==> src/rtl/instruction_sequencer.sv <==
// Steps each instruction through 1-3 memory cycle times driven by the TP1..TP9 pulse train.
// Optional ISEQ_INSTR_COUNT_EN builds the completed-instruction counter; otherwise instr_count is 0.
module instruction_sequencer (
    input  logic        clk,
    input  logic        reset,
    input  logic        tp1,
    input  logic        tp2,
    input  logic        tp3,
    input  logic        tp4,
    input  logic        tp5,
    input  logic        tp6,
    input  logic        tp7,
    input  logic        tp8,
    input  logic        tp9,
    input  logic        run,
    input  logic [14:0] mem_data,
    output logic [2:0]  opcode,
    output logic [11:0] addr,
    output logic [1:0]  mct_index,
    output logic        rd_strobe,
    output logic        wr_strobe,
    output logic        instr_done,
    output logic        tp_error,
    output logic [15:0] instr_count
);

    typedef enum logic [1:0] {IDLE, EXEC, ERROR} state_t;

    state_t      state, state_nxt;
    logic [8:0]  tp;
    logic [3:0]  pnum;
    logic        any_tp, multi_tp, match, bad_pulse;
    logic [1:0]  last_mct;
    logic [3:0]  exp_pulse, exp_nxt;
    logic [14:0] next_word, next_word_nxt;
    logic [2:0]  opcode_nxt;
    logic [11:0] addr_nxt;
    logic [1:0]  mct_nxt;
    logic        rd_nxt, wr_nxt, done_nxt, err_nxt;

    function automatic logic [1:0] last_mct_of(input logic [2:0] op);
        case (op)
            3'd0:    return 2'd0;
            3'd7:    return 2'd2;
            default: return 2'd1;
        endcase
    endfunction

    assign tp        = {tp9, tp8, tp7, tp6, tp5, tp4, tp3, tp2, tp1};
    assign any_tp    = |tp;
    assign multi_tp  = (tp & (tp - 9'd1)) != 9'd0;
    assign last_mct  = last_mct_of(opcode);
    assign match     = (pnum == exp_pulse);
    assign bad_pulse = multi_tp || (any_tp && !match);

    always_comb begin
        pnum = 4'd0;
        for (int i = 0; i < 9; i++) begin
            if (tp[i]) pnum = 4'(i + 1);
        end
    end

    always_ff @(posedge clk or posedge reset) begin
        if (reset) state <= IDLE;
        else       state <= state_nxt;
    end

    always_comb begin
        state_nxt = state;
        case (state)
            IDLE: begin
                if (multi_tp)          state_nxt = ERROR;
                else if (tp[0] && run) state_nxt = EXEC;
            end
            EXEC: begin
                if (bad_pulse)                                  state_nxt = ERROR;
                else if (tp[8] && mct_index >= last_mct && !run) state_nxt = IDLE;
            end
            default: state_nxt = ERROR;
        endcase
    end

    // Next values of every registered output; ERROR leaves everything frozen with strobes low.
    always_comb begin
        exp_nxt       = exp_pulse;
        next_word_nxt = next_word;
        opcode_nxt    = opcode;
        addr_nxt      = addr;
        mct_nxt       = mct_index;
        rd_nxt        = 1'b0;
        wr_nxt        = 1'b0;
        done_nxt      = 1'b0;
        err_nxt       = tp_error;
        case (state)
            IDLE: begin
                if (multi_tp) begin
                    err_nxt = 1'b1;
                end else if (tp[0] && run) begin
                    exp_nxt = 4'd2;
                    mct_nxt = 2'd0;
                end
            end
            EXEC: begin
                if (bad_pulse) begin
                    err_nxt = 1'b1;
                end else if (any_tp) begin
                    exp_nxt = (pnum == 4'd9) ? 4'd1 : pnum + 4'd1;
                    rd_nxt  = tp[1];
                    wr_nxt  = tp[7] && (opcode == 3'd3 || opcode == 3'd5) && mct_index == 2'd1;
                    if (tp[5] && mct_index == last_mct) next_word_nxt = mem_data;
                    if (tp[8]) begin
                        if (mct_index < last_mct) begin
                            mct_nxt = mct_index + 2'd1;
                        end else begin
                            done_nxt   = 1'b1;
                            opcode_nxt = next_word[14:12];
                            addr_nxt   = next_word[11:0];
                            mct_nxt    = 2'd0;
                        end
                    end
                end
            end
            default: err_nxt = 1'b1;
        endcase
    end

    always_ff @(posedge clk or posedge reset) begin
        if (reset) begin
            exp_pulse  <= 4'd1;
            next_word  <= '0;
            opcode     <= '0;
            addr       <= '0;
            mct_index  <= '0;
            rd_strobe  <= 1'b0;
            wr_strobe  <= 1'b0;
            instr_done <= 1'b0;
            tp_error   <= 1'b0;
        end else begin
            exp_pulse  <= exp_nxt;
            next_word  <= next_word_nxt;
            opcode     <= opcode_nxt;
            addr       <= addr_nxt;
            mct_index  <= mct_nxt;
            rd_strobe  <= rd_nxt;
            wr_strobe  <= wr_nxt;
            instr_done <= done_nxt;
            tp_error   <= err_nxt;
        end
    end

`ifdef ISEQ_INSTR_COUNT_EN
    always_ff @(posedge clk or posedge reset) begin
        if (reset)         instr_count <= '0;
        else if (done_nxt) instr_count <= instr_count + 16'd1;
    end
`else
    assign instr_count = '0;
`endif

endmodule

==> config.mk <==
export PLATFORM = sky130hd
export DESIGN_NAME = instruction_sequencer
export DESIGN_NICKNAME = d
export VERILOG_FILES = /design/src/rtl/instruction_sequencer.sv
export SDC_FILE = /design/constraint.sdc
export NUM_CORES = 1
export LEC_CHECK = 0
export ABC_CLOCK_PERIOD_IN_PS = 5160
export CORE_MARGIN = 2
export CORE_UTILIZATION = 52
export CTS_CLUSTER_DIAMETER = 200
export DETAILED_ROUTE_END_ITERATION = 8
export PLACE_DENSITY = 0.95
export SYNTH_ARGS = -nofsm -noshare
export SYNTH_HDL_FRONTEND = slang
export SYNTH_SLANG_ARGS = --single-unit
==> constraint.sdc <==
create_clock -name clk -period 5.16 [get_ports clk]
set_input_delay 0.774 -clock clk [delete_from_list [all_inputs] [get_ports clk]]
set_output_delay 0.774 -clock clk [all_outputs]
set_load 0.1 [all_outputs]
==> run metrics <==
status finished clean; Worst path max stage delay 0.56 ns; antenna cell count 0; gp weighted congestion 0.837; CTS Hold Bufs 0; sequential area share after synthesis 45.6%; row cnt 24; Detailed Route Iter0 Violations 126; root buffer cell clkbuf_8; top_reg_cell synth dfrtp_1; drt first pass iters 4; Clock power frac 33.0%; count of final max-slew check failures 0; worst skew pair latency 0.30 ns; DRC errors left 0; Logic pwr share 15.4%; NetSw 0.188 mW; MaxCap Viol Count 0; cell area after synthesis 0.00231 mm²; Clock Skews 0.00928 ns; worst-margin pin slew 0.968 ns; critical path arrival 3.52 ns; Clock Sinks 42; drt wl/cell 15.8 µm; Slew headroom 35.3%; Post-CTS Setup Inserts 0; port bufs 47; fin nets 271; largest net degree at the start of global routing 43; peak supply drop 0.194 mV; num ports 64; share of the synthesized area in the top cell type 44.4%; Synth-to-Final Area Change 22.8%; count of different cell masters after synthesis 49; #FFs+latches synth 42; initial antenna violation count 0; die area 0.00499 mm²; placed cell count 286; min Tclk post-route 3.34 ns; Switching Fraction 29.5%; Leakage 1.35 nW; Synth async-reset ratio 100%; RSZ-0062 raised after global routing no; WP data required 5.34 ns; largest cells by area after synthesis dfrtp_1 44%, mux2_4 12%, mux2_2 6.3%; final worst path period share 64.7%; GRT Overall Usage 19.4%; Syn Area/Cell 12.0 µm²; crit path max-delay cell type or4_4; drt via density 5.56; Reg clk slew, reported paths 0.07 ns; cts bufs inserted 5; cts repair resizes 0; first-pass GRT wire length 7.56 mm; Max Fanout on Critical Path 15; fmax 0.299 GHz; Worst Path Class, Setup in2reg; Setup crit start kind primary input; DP Wirelength 3.44 mm; Critical path buffers and inverters 1; detailed-route via count 1635; number of enable flip-flop cells after synthesis 0; sequential power share 51.6%; WL final 4.64 mm; Final Hold Fails 0; number of routed nets with antenna violations 0; crit-path leading delay family simple AND/OR/NAND/NOR gates; Synthesis Warnings 0; Mapped Cells 193; DIE WIDTH 70.6 µm; CP cell instances clkdlybuf4s50_1 > or4_4 > a211oi_1 > o211ai_1 > nor2_4 > nand4_4 > mux2_4; vias in the first global route 1582; initial core utilization 53.4%; H-tree Lvls 2; fillers 323; Power Internal 0.449 mW; Fin Setup TNS 0 ns; ratio of cells with drive above 1 in the final layout 21.9%; CTS tree done; Setup-failing EPs final 0; power after layout 0.637 mW; clk buf depth 2; Non-Filler Instances 294; Die Span Y 70.6 µm; Hold Crit Class reg2reg; Worst setup EP type register; cell taking the most area after synthesis dfrtp_1; Power Dens Cells 225 mW/mm²; grt ovf 0; Core ar. 0.00432 mm²
-- layout by cell type, fill, tap and decap left out, types with 5 or more instances in the layout --
cell             count
clkbuf_8             5
clkdlybuf4s50_1     47
a21oi_1              5
nand2_1              6
dfrtp_1             41
a211oi_1             5
nor2_1              11
inv_1                6
conb_1              16
mux2_4              19
or2_2                6
mux2_2              13
-- layer usage --
metal / global-route usage, % / part of all wire (%) / up-vias
met5: 0 / 0 / -
met4: 5.87 / 1.7 / 0
met3: 4.70 / 6.2 / 9
met2: 31.9 / 49 / 74
met1: 25.7 / 43 / 789
li1: - / - / 763
-- final timing paths --
kind / from / to / slack [ns] / depth (start not counted)
setup / recovery: tp2 / next_word[4]$_DFFE_PP0P_ / 1.82 / 7
hold / removal: tp_error$_DFFE_PP0P_ / tp_error$_DFFE_PP0P_ / 0.49 / 1
setup reg to reg: exp_pulse[0]$_DFFE_PP1P_ / addr[5]$_DFFE_PP0P_ / 2.65 / 6
hold reg to reg: tp_error$_DFFE_PP0P_ / tp_error$_DFFE_PP0P_ / 0.49 / 1
max in group asynchronous: reset / opcode[2]$_DFFE_PP0P_ / 3.90 / 3
min in group asynchronous: reset / state[0]$_DFFE_PP0P_ / 0.90 / 3
-- registers in the layout (all words and copies together) (netlist names) --
| register | flops |
|---|---|
| addr | 12 |
| opcode | 3 |
| exp_pulse | 4 |
| next_word | 15 |
| wr_strobe | 1 |
| mct_index | 2 |
| rd_strobe | 1 |
| state | 2 |
| instr_done | 1 |
| tp_error | 1 |
-- through the flow --
step | area [µm²] | hold WS [ns] | worst slack (ns) | util (%)
4_1_cts | 2830 | 0.505 | 1.88 | 65.5
5_1_grt | 2830 | 0.518 | 1.71 | 65.5
2_1_floorplan | 2360 | 0.475 | 2.41 | -
6_report | 2830 | 0.488 | 1.82 | 65.5
3_3_place_gp | 2750 | 0.458 | 1.64 | 63.5
3_5_place_dp | 2750 | 0.487 | 1.55 | 63.5
-- cells in the mapped netlist (3+ instances only) --
| master | instances |
|---|---|
| inv_1 | 7 |
| mux2_2 | 13 |
| a21oi_1 | 5 |
| nor2b_1 | 4 |
| nor3_1 | 4 |
| a211o_1 | 3 |
| ha_1 | 3 |
| nor2_1 | 11 |
| or2_2 | 6 |
| buf_4 | 16 |
| nand3_1 | 3 |
| nand2_1 | 6 |
| a211oi_1 | 5 |
| o211ai_1 | 3 |
| dfrtp_1 | 41 |
| nand2b_1 | 3 |
| mux2_4 | 19 |
-- power by group through the flow --
stage	logic, mW	registers, mW	clock network [mW]
floorplan	0.0789	0.335	0
global placement	0.0969	0.335	0
detailed placement	0.0976	0.335	0
CTS	0.0978	0.329	0.213
global route	0.104	0.329	0.226
finish	0.0979	0.329	0.210
-- final cells by class --
type | count | area [µm²] | area share (%)
timing repair buffer | 48 | 478 | 16.9
multi-input combinational | 137 | 1130 | 39.7
tap | 52 | 65.1 | 2.30
inverter | 7 | 26.3 | 0.927
clock buffer | 6 | 72.6 | 2.56
clock inverter | 2 | 13.8 | 0.486
sequential | 42 | 1050 | 37.1
-- logic make-up after synthesis --
family                     after synthesis  share of synthesized area (%)
and+or+nand+nor                         50                           13.0
DFF                                     42                           45.6
muxes                                   34                           19.6
AOI/OAI and AO/OA                       32                           11.3
buffers and inverters                   29                           8.08
adders and majority gates                3                           1.63
xor gates and xnor gates                 2                          0.759
other                                    1                          0.162
No activity file was read; power rests on OpenSTA's default activity.
